==> src/rtl/ex_div_sequencer_pkg.sv <==
// Shared types for the EX-stage divide sequencer: default width and FSM state encoding.
package ex_div_sequencer_pkg;

    localparam int DIV_WIDTH = 32;

    typedef enum logic [1:0] {
        DIV_IDLE   = 2'b00,
        DIV_CALC   = 2'b01,
        DIV_FINISH = 2'b10
    } div_state_t;

endpackage

==> src/rtl/ex_div_sequencer_div_iter_step.sv <==
// One restoring shift-subtract step: shifts {rem,quo} left by one and subtracts the divisor when it fits.
module div_iter_step #(
    parameter int WIDTH = 32
) (
    input  logic [WIDTH-1:0] rem,
    input  logic [WIDTH-1:0] quo,
    input  logic [WIDTH-1:0] divisor,
    output logic [WIDTH-1:0] rem_out,
    output logic [WIDTH-1:0] quo_out
);

    logic [WIDTH:0] shifted;
    logic           fits;

    // The extra top bit keeps a shifted remainder of 2^WIDTH or more comparable against the divisor.
    assign shifted = {rem, quo[WIDTH-1]};
    assign fits    = shifted >= {1'b0, divisor};
    assign rem_out = fits ? (shifted[WIDTH-1:0] - divisor) : shifted[WIDTH-1:0];
    assign quo_out = {quo[WIDTH-2:0], fits};

endmodule

==> src/rtl/ex_div_sequencer.sv <==
// Multi-cycle signed/unsigned divider controller for the EX stage.
// Optional build macro DIV_EARLY_EXIT_EN skips the iteration loop for zero divisors and small dividends.
module ex_div_sequencer
    import ex_div_sequencer_pkg::*;
#(
    parameter int WIDTH = DIV_WIDTH
) (
    input  logic             clk,
    input  logic             rst,
    input  logic             start_i,
    input  logic             signed_i,
    input  logic [WIDTH-1:0] dividend_i,
    input  logic [WIDTH-1:0] divisor_i,
    input  logic             flush_i,
    output logic             busy_o,
    output logic             stallreq_o,
    output logic             done_o,
    output logic [WIDTH-1:0] quotient_o,
    output logic [WIDTH-1:0] remainder_o
);

    localparam int CNT_W = $clog2(WIDTH) + 1;

    div_state_t       state;
    div_state_t       state_next;
    logic [CNT_W-1:0] cnt;
    logic [WIDTH-1:0] rem;
    logic [WIDTH-1:0] quo;
    logic [WIDTH-1:0] divisor;
    logic [WIDTH-1:0] rem_next;
    logic [WIDTH-1:0] quo_next;
    logic [WIDTH-1:0] dividend_abs;
    logic [WIDTH-1:0] divisor_abs;
    logic             neg_quo;
    logic             neg_rem;
    logic             accept;
    logic             last_step;
`ifdef DIV_EARLY_EXIT_EN
    logic             early_exit;
`endif

    assign dividend_abs = (signed_i && dividend_i[WIDTH-1]) ? -dividend_i : dividend_i;
    assign divisor_abs  = (signed_i && divisor_i[WIDTH-1])  ? -divisor_i  : divisor_i;
    assign accept       = (state == DIV_IDLE) && start_i && !flush_i;
    assign last_step    = (state == DIV_CALC) && (cnt == CNT_W'(WIDTH - 1));
`ifdef DIV_EARLY_EXIT_EN
    assign early_exit   = (divisor_i == '0) || (dividend_abs < divisor_abs);
`endif

    div_iter_step #(.WIDTH(WIDTH)) u_step (
        .rem     (rem),
        .quo     (quo),
        .divisor (divisor),
        .rem_out (rem_next),
        .quo_out (quo_next)
    );

    always_ff @(posedge clk) begin
        if (rst) begin
            state <= DIV_IDLE;
        end else begin
            state <= state_next;
        end
    end

    always_comb begin
        state_next = state;
        busy_o     = (state != DIV_IDLE);
        done_o     = (state == DIV_FINISH);
        stallreq_o = 1'b0;
        case (state)
            DIV_IDLE: begin
                if (accept) begin
                    stallreq_o = 1'b1;
                    state_next = DIV_CALC;
`ifdef DIV_EARLY_EXIT_EN
                    if (early_exit) begin
                        state_next = DIV_FINISH;
                    end
`endif
                end
            end
            DIV_CALC: begin
                stallreq_o = 1'b1;
                if (last_step) begin
                    state_next = DIV_FINISH;
                end
            end
            DIV_FINISH: state_next = DIV_IDLE;
            default:    state_next = DIV_IDLE;
        endcase
        if (flush_i) begin
            state_next = DIV_IDLE;
        end
    end

    // A zero divisor leaves the all-ones quotient un-negated; the remainder sign always follows the dividend.
    always_ff @(posedge clk) begin
        if (rst) begin
            cnt         <= '0;
            rem         <= '0;
            quo         <= '0;
            divisor     <= '0;
            neg_quo     <= 1'b0;
            neg_rem     <= 1'b0;
            quotient_o  <= '0;
            remainder_o <= '0;
        end else if (flush_i) begin
            cnt <= '0;
        end else if (accept) begin
            cnt     <= '0;
            rem     <= '0;
            quo     <= dividend_abs;
            divisor <= divisor_abs;
            neg_quo <= signed_i && (dividend_i[WIDTH-1] ^ divisor_i[WIDTH-1]) && (divisor_i != '0);
            neg_rem <= signed_i && dividend_i[WIDTH-1];
`ifdef DIV_EARLY_EXIT_EN
            if (early_exit) begin
                quotient_o  <= (divisor_i == '0) ? '1 : '0;
                remainder_o <= dividend_i;
            end
`endif
        end else if (state == DIV_CALC) begin
            cnt <= cnt + 1'b1;
            rem <= rem_next;
            quo <= quo_next;
            if (last_step) begin
                quotient_o  <= neg_quo ? -quo_next : quo_next;
                remainder_o <= neg_rem ? -rem_next : rem_next;
            end
        end
    end

endmodule

==> config.mk <==
export PLATFORM = sky130hd
export DESIGN_NAME = ex_div_sequencer
export DESIGN_NICKNAME = d
export VERILOG_FILES = /design/src/rtl/ex_div_sequencer_pkg.sv /design/src/rtl/ex_div_sequencer_div_iter_step.sv /design/src/rtl/ex_div_sequencer.sv
export SDC_FILE = /design/constraint.sdc
export NUM_CORES = 1
export LEC_CHECK = 0
export CORE_ASPECT_RATIO = 1.75
export CORE_MARGIN = 3
export CORE_UTILIZATION = 52
export CTS_BUF_LIST = sky130_fd_sc_hd__clkbuf_16
export DETAILED_ROUTE_END_ITERATION = 7
export GPL_ROUTABILITY_DRIVEN = 0
export MAX_ROUTING_LAYER = met4
export PLACE_DENSITY = 0.78
export SYNTH_ARGS = -nofsm -noshare
export SYNTH_HDL_FRONTEND = slang
export SYNTH_SLANG_ARGS = --single-unit
==> constraint.sdc <==
create_clock -name clk -period 5.05 [get_ports clk]
set_input_delay 1.01 -clock clk [delete_from_list [all_inputs] [get_ports clk]]
set_output_delay 1.01 -clock clk [all_outputs]
set_load 0.02 [all_outputs]
==> out/results.ini, run 1 <==
[outcome]
outcome = complete, no violations

[setup_path]
crit_path_end_kind = register
path_cells = ha_1, a21oi_1, o21ai_0, a221oi_1, and3_1, nand2_8, nor2_1, a21oi_1, inv_1, ha_1, nand2_1, nor3_1, a31oi_1, nor2b_1, nand4_1, nor3_1, mux2_4, a31oi_4
rr_startpoint = rem[23]
cp.required_ns = 5.43
crit_type = register to register
reg2reg_slack_ns = 0.32
max_stage_delay_ns = 0.48
r2r_end = remainder_o[30]
worstPathMaxFanout = 28
slowest_stage = and3_1
worstSetupStartpointType = register
critical_path_arrival_ns = 5.10
r2r_cells = 18

[placement]
place_inst = 1941
hpwl_microns = 30190
portBuffers = 135

[finish]
regArea_sq_um = 3403
fill_cells = 2059
synthToLayoutAreaGrowth_pct = 17.18
layout.cells.non_filler = 1972
multi_input_area_sq_um = 7791
drive_gt1_share_pct = 5.251
diodes = 0
nets = 1771

[floorplan]
dieHeight_microns = 205.7
initial_core_util_pct = 53.23
die_w_microns = 120.1
ios = 136
core_sq_um = 22250
die-area_sq_um = 24700
fp-row-count = 72

[detailed_routing]
wl_microns = 39580
firstDrtPassIters = 7
via_per_inst = 6.285
vias = 12400
drtAntennaViolNets = 0
drt-initial-drc-count = 910
wl_per_cell_microns = 20.07
drc_errors = 0

[timing]
maxSlewHeadroom_pct = 14.71
rsz0062_at_grt = false
setup_viol = 0
fin_setup_tns_ns = 0
clock_skew_ns = 0.01027
fmax_mhz = 211.6
fin_crit_sh_pct = 93.57
finalHoldViolations = 0
hold_ws_ns = 0.4491
min_period_ns = 4.725
slew_violations = 0
worst_pin_slew_ns = 1.247

[power_and_ir_drop]
power.density_nw_per_um2 = 264.4
ir_drop_mv = 0.2358
p_leak_nw = 5.020

[clock_tree]
post-cts-setup-buffers = 0
cts_buffers = 17
htree_levels = 4
clock-sinks = 170
cts_max_path_buffers = 2
clk_pin_slew_worst_paths_ns = 0.07
cts_root_buffer = clkbuf_16
cts_tree = yes
clk_latency_ns = 0.44

[yosys]
synth_edf_count = 0
synth_area_per_cell_sq_um = 7.426
synth_mux_area_share_pct = 1.584
ys_seq_elements = 170
seq_area_frac_synth_pct = 28.73
synthFlopType = dfxtp_1
synth-simple-area-share_pct = 24.88
synth-adder-area-share_pct = 4.077
synth_nets = 1702
synthXorXnorAreaFrac_pct = 9.391
yosys.cell_types.count = 88
synth_compound_area_share_pct = 25.68
syn_area_sq_um = 11850
synth_cells = 1595
synth_top_family_by_area = compound AO/OA/AOI/OAI gates
yosysWarnings = 0
async_flop_share_pct = 0

[global_route]
grt_start_max_net_pins = 95
antenna_found_initial = 0
grt_use_total_pct = 33.02
gr-total-overflow = 0
grt_pass1_wl_microns = 61970
grt_pass1_vias = 12140

[hold_path]
min_from = remainder_o[9]
min_path_type = register to register
holdPathStages = 2
min_to = remainder_o[9]

[run]
cap_viol_max_count = 0

cells in the final DEF (no fill, tap or decap), drive strengths merged, types with 37 or more instances in the layout:
| cell type | Yosys | routed |
|---|---|---|
| a211oi | 66 | 66 |
| a21oi | 117 | 117 |
| a31oi | 40 | 40 |
| clkdlybuf4s50 | 0 | 134 |
| dfxtp | 170 | 170 |
| ha | 37 | 37 |
| inv | 58 | 66 |
| nand2 | 201 | 201 |
| nor2 | 218 | 218 |
| nor3 | 37 | 37 |
| o21ai | 70 | 70 |
| xnor2 | 49 | 49 |
| xor2 | 78 | 78 |
area by class of cell:
class,count,area share (%)
clock buffers,17,3.065
clock inverters,14,1.172
inverters,58,1.587
multi-input cells,1261,56.13
flip-flops and latches,170,24.52
well taps,296,2.668
repair buffers,156,10.85
worst max-delay path: cells and delay by family, from the launching register on:
| family | cells | cell delay [ns] |
|---|---|---|
| simple gates | 8 | 1.91 |
| compound gates | 6 | 1.31 |
| fa+ha+maj | 2 | 0.63 |
| flops | 1 | 0.35 |
| mux | 1 | 0.35 |
| buf+inv | 1 | 0.10 |
synthesized netlist by cell type (7+ instances only):
master	count	area share (%)
nand2_1	200	6.3
mux2i_1	15	1.3
a31oi_1	39	2.1
or4_1	8	0.51
a311oi_1	34	2.5
nand2b_1	8	0.42
inv_1	57	1.8
a211oi_1	62	3.9
buf_2	18	0.76
o21ai_0	65	2.7
nor2_1	218	6.9
a21o_1	9	0.57
nor4_1	18	0.95
xor2_1	78	5.8
o31ai_1	21	1.3
buf_1	7	0.22
dfxtp_1	170	29
nand4_1	22	1.2
xnor2_1	49	3.6
nor3_1	36	1.5
clkbuf_1	75	2.4
o211ai_1	9	0.57
and3_1	15	0.79
and2_1	14	0.74
nand3_1	29	1.2
o21bai_1	7	0.44
nand3b_1	10	0.63
o41ai_1	12	0.89
o21a_1	7	0.44
a21oi_1	116	4.9
or3_1	21	1.1
ha_1	37	3.9
nor2b_1	9	0.48
metal layers:
layer	up-vias	wire length (microns)	global-route usage [%]
li1	5871	-	-
met1	5747	13030	30.06
met2	542	20920	59.38
met3	235	1681	4.373
met4	0	3946	29.05
met5	-	0	-
stage by stage:
step | setup slack [ns] | area [sq um] | power, mW | util, %
floorplan | 0.3754 | 11850 | 2.060 | -
finish | 0.3247 | 13880 | 3.670 | 62.38
global route | 0.03357 | 13880 | 3.818 | 62.38
CTS | 0.4224 | 13880 | 3.653 | 62.36
global placement | 0.5383 | 13290 | 2.318 | 59.72
detailed placement | 0.4409 | 13290 | 2.331 | 59.72
state kept, by name, summed over array words and instances, names as in the netlist:
| name | flops |
|---|---|
| quotient_o | 32 |
| neg_quo | 1 |
| remainder_o | 32 |
| cnt | 6 |
| divisor | 32 |
| quo | 32 |
| neg_rem | 1 |
| rem | 32 |
| state | 2 |
power breakdown:
| part | internal (mW) | switching [mW] | leakage (nW) |
|---|---|---|---|
| combinational | 0.339 | 0.557 | 3.35 |
| sequential | 1.38 | 0.0524 | 1.38 |
| clock | 0.740 | 0.602 | 0.287 |
repair_timing:
action / 4_1_cts / 5_1_grt
hold buffers: 0 / 0
gates resized for setup: 0 / 1
endpoints found under the setup margin: 0 / 3
logic make-up after synthesis:
| family | Yosys count |
|---|---|
| xor+xnor | 127 |
| mux | 18 |
| buf+inv | 164 |
| compound gates | 443 |
| simple gates | 635 |
| fa+ha+maj | 38 |
| flops | 170 |
worst max path at each step:
| stage | from | endpoint | cells past startpoint |
|---|---|---|---|
| global route | rem[11] | remainder_o[30] | 18 |
| detailed placement | rem[9] | quotient_o[26] | 15 |
| global placement | rem[9] | quotient_o[26] | 15 |
| CTS | rem[9] | remainder_o[30] | 16 |
| floorplan | divisor[7] | remainder_o[30] | 23 |
| finish | rem[23] | remainder_o[30] | 18 |
Note: power is estimated with default switching activity, not from simulation.
==> run 2, diff against run 1 <==
--- a/config.mk
+++ b/config.mk
@@ -13,6 +13,8 @@
 export GPL_ROUTABILITY_DRIVEN = 0
 export MAX_ROUTING_LAYER = met4
 export PLACE_DENSITY = 0.78
+export SLEW_MARGIN = 20
 export SYNTH_ARGS = -nofsm -noshare
 export SYNTH_HDL_FRONTEND = slang
 export SYNTH_SLANG_ARGS = --single-unit
+export TNS_END_PERCENT = 1
==> results of run 2 <==
The final DEF is identical to that of run 1; final timing and power are the same.
==> run 3, diff against run 2 <==
--- a/config.mk
+++ b/config.mk
@@ -6,11 +6,12 @@
 export NUM_CORES = 1
 export LEC_CHECK = 0
 export CORE_ASPECT_RATIO = 1.75
-export CORE_MARGIN = 3
+export CORE_MARGIN = 5
 export CORE_UTILIZATION = 52
 export CTS_BUF_LIST = sky130_fd_sc_hd__clkbuf_16
 export DETAILED_ROUTE_END_ITERATION = 7
 export GPL_ROUTABILITY_DRIVEN = 0
+export HOLD_SLACK_MARGIN = 0.06
 export MAX_ROUTING_LAYER = met4
 export PLACE_DENSITY = 0.78
 export SLEW_MARGIN = 20
==> run 3 against run 2 <==
  * The run now ends with DRC left
  * Register-to-register slack improved by 0.11 ns
  * Sequential power about the same
  * Flip-flop and latch count unchanged
  * Via count decreased by 0.65%
  * Combinational power increased by 0.6%
  * Critical path type unchanged
==> out/results.ini, run 3 (synthesis gave the netlist of run 1 again) <==
[outcome]
violations = DRC
outcome = finished, violations left

[placement]
hpwl_microns = 30090
portBuffers = 135
place_ws_ns = 0.3906

[power_and_ir_drop]
p_leak_nw = 5.013
ir_drop_mv = 0.2201
clock_power_share_pct = 36.1
power.density_nw_per_um2 = 262.6
combPwrFrac_pct = 24.7
p_sw_mw = 1.232
p_sw_share_pct = 33.77
fin_total_pwr_mw = 3.649
p_int_mw = 2.416
p_seq_share_pct = 39.2

[timing]
hold_ws_ns = 0.4519
min_period_ns = 4.616
slew_violations = 0
worst_pin_slew_ns = 1.083
fin_setup_tns_ns = 0
maxSlewHeadroom_pct = 27.83
setup_viol = 0
clock_skew_ns = 0.01550
fmax_mhz = 216.6
layout_setup_ws_ns = 0.4336
finalHoldViolations = 0
fin_crit_sh_pct = 91.41
rsz0062_at_grt = false

[detailed_routing]
wl_microns = 39990
drt-initial-drc-count = 893
via_per_inst = 6.241
firstDrtPassIters = 8
drtAntennaViolNets = 0
wl_per_cell_microns = 20.27
vias = 12310
drc_errors = 3

[finish]
nets = 1768
drive_gt1_share_pct = 5.619
final_util_pct = 61.58
final_cell_mix = nor2_1, nand2_1, dfxtp_1
diodes = 0
fill_cells = 2035
final_common_cell = nor2_1
synthToLayoutAreaGrowth_pct = 17.28

[clock_tree]
cts_tree = yes
post-cts-setup-buffers = 0
htree_levels = 4
hold_buffers = 0
clock-sinks = 170
clk_latency_ns = 0.45
cts_max_path_buffers = 2
clk_pin_slew_worst_paths_ns = 0.07
cts_buffers = 17
cts_root_buffer = clkbuf_16

[global_route]
grt_pass1_wl_microns = 62590
grt_use_total_pct = 31.82
grt_pass1_vias = 12120
grt_start_max_net_pins = 103
antenna_found_initial = 0
gr-total-overflow = 0

[setup_path]
path_buf_inv = 1
crit_top_cell = ha_1
critical_path_arrival_ns = 4.94
path_delay_family = simple AND/OR/NAND/NOR gates
worstSetupStartpointType = register
crit_type = register to register
crit_path_end_kind = register
startpoint = divisor[6]
worstPathMaxFanout = 26
slowest_stage = ha_1
path_cells = inv_1, ha_1, and4_1, a211oi_1, a311o_1, a21o_4, nand2_8, mux2i_1, ha_1, nand2_1, nor3_1, a41oi_1, nor4_1, nand4_1, a211o_1
rr_startpoint = divisor[6]
max_stage_delay_ns = 0.44
cp.required_ns = 5.38

[floorplan]
core_sq_um = 22560
die-area_sq_um = 26020
initial_core_util_pct = 52.50
fp-row-count = 73
die_w_microns = 124.1
dieHeight_microns = 209.7
ios = 136

[run]
cap_viol_max_count = 0

[hold_path]
min_from = remainder_o[20]
min_path_type = register to register

## run 3: metal layers
layer / vias up / track usage [%] / routed length, microns
met5: - / - / 0
met4: 0 / 27.95 / 4233
met3: 246 / 6.147 / 1814
met2: 484 / 55.19 / 20800
met1: 5714 / 28.50 / 13140
li1: 5870 / - / -
## run 3: area by class of cell
type	count	area (sq um)	share of cell area, %
Clock buffer	17	425.4	3.062
Clock inverter	14	158.9	1.144
Inverter	58	220.2	1.585
Multi-Input combinational cell	1261	7811	56.23
Sequential cell	170	3405	24.51
Tap cell	300	375.4	2.702
Timing Repair Buffer	153	1496	10.77
## run 3: power by group through the flow
| stage | Combinational (mW) | Sequential, mW | Clock, mW |
|---|---|---|---|
| finish | 0.901 | 1.43 | 1.32 |
| global route | 0.980 | 1.43 | 1.38 |
| CTS | 0.877 | 1.43 | 1.33 |
| detailed placement | 0.868 | 1.46 | 0 |
| global placement | 0.857 | 1.46 | 0 |
| floorplan | 0.624 | 1.44 | 0 |
## run 3: repair_timing
| item | 4_1_cts | 5_1_grt |
|---|---|---|
| setup endpoints to repair | 0 | 6 |
| gates resized for setup | 0 | 8 |
| endpoints found under the hold margin | 0 | 0 |
## run 3: through the flow
step	cell area, sq um	std cells
final	13890	1973
after detailed placement	13280	1942
after floorplan	11850	1595
after CTS	13870	1973
after global routing	13890	1973
after global placement	13280	1942
## run 3: final timing paths
check | endpoint | slack, ns | cells after the start
worst max-delay path | remainder_o[28] | 0.43 | 15
worst min-delay path | remainder_o[20] | 0.45 | 2
worst max register to register | remainder_o[28] | 0.43 | 15
worst min register to register | remainder_o[20] | 0.45 | 2
## run 3: tightest hold or removal path, stage by stage, from the launching register on
cell and delay [ns]:
dfxtp_1 0.31, nand2_1 0.05, a21oi_1 0.05
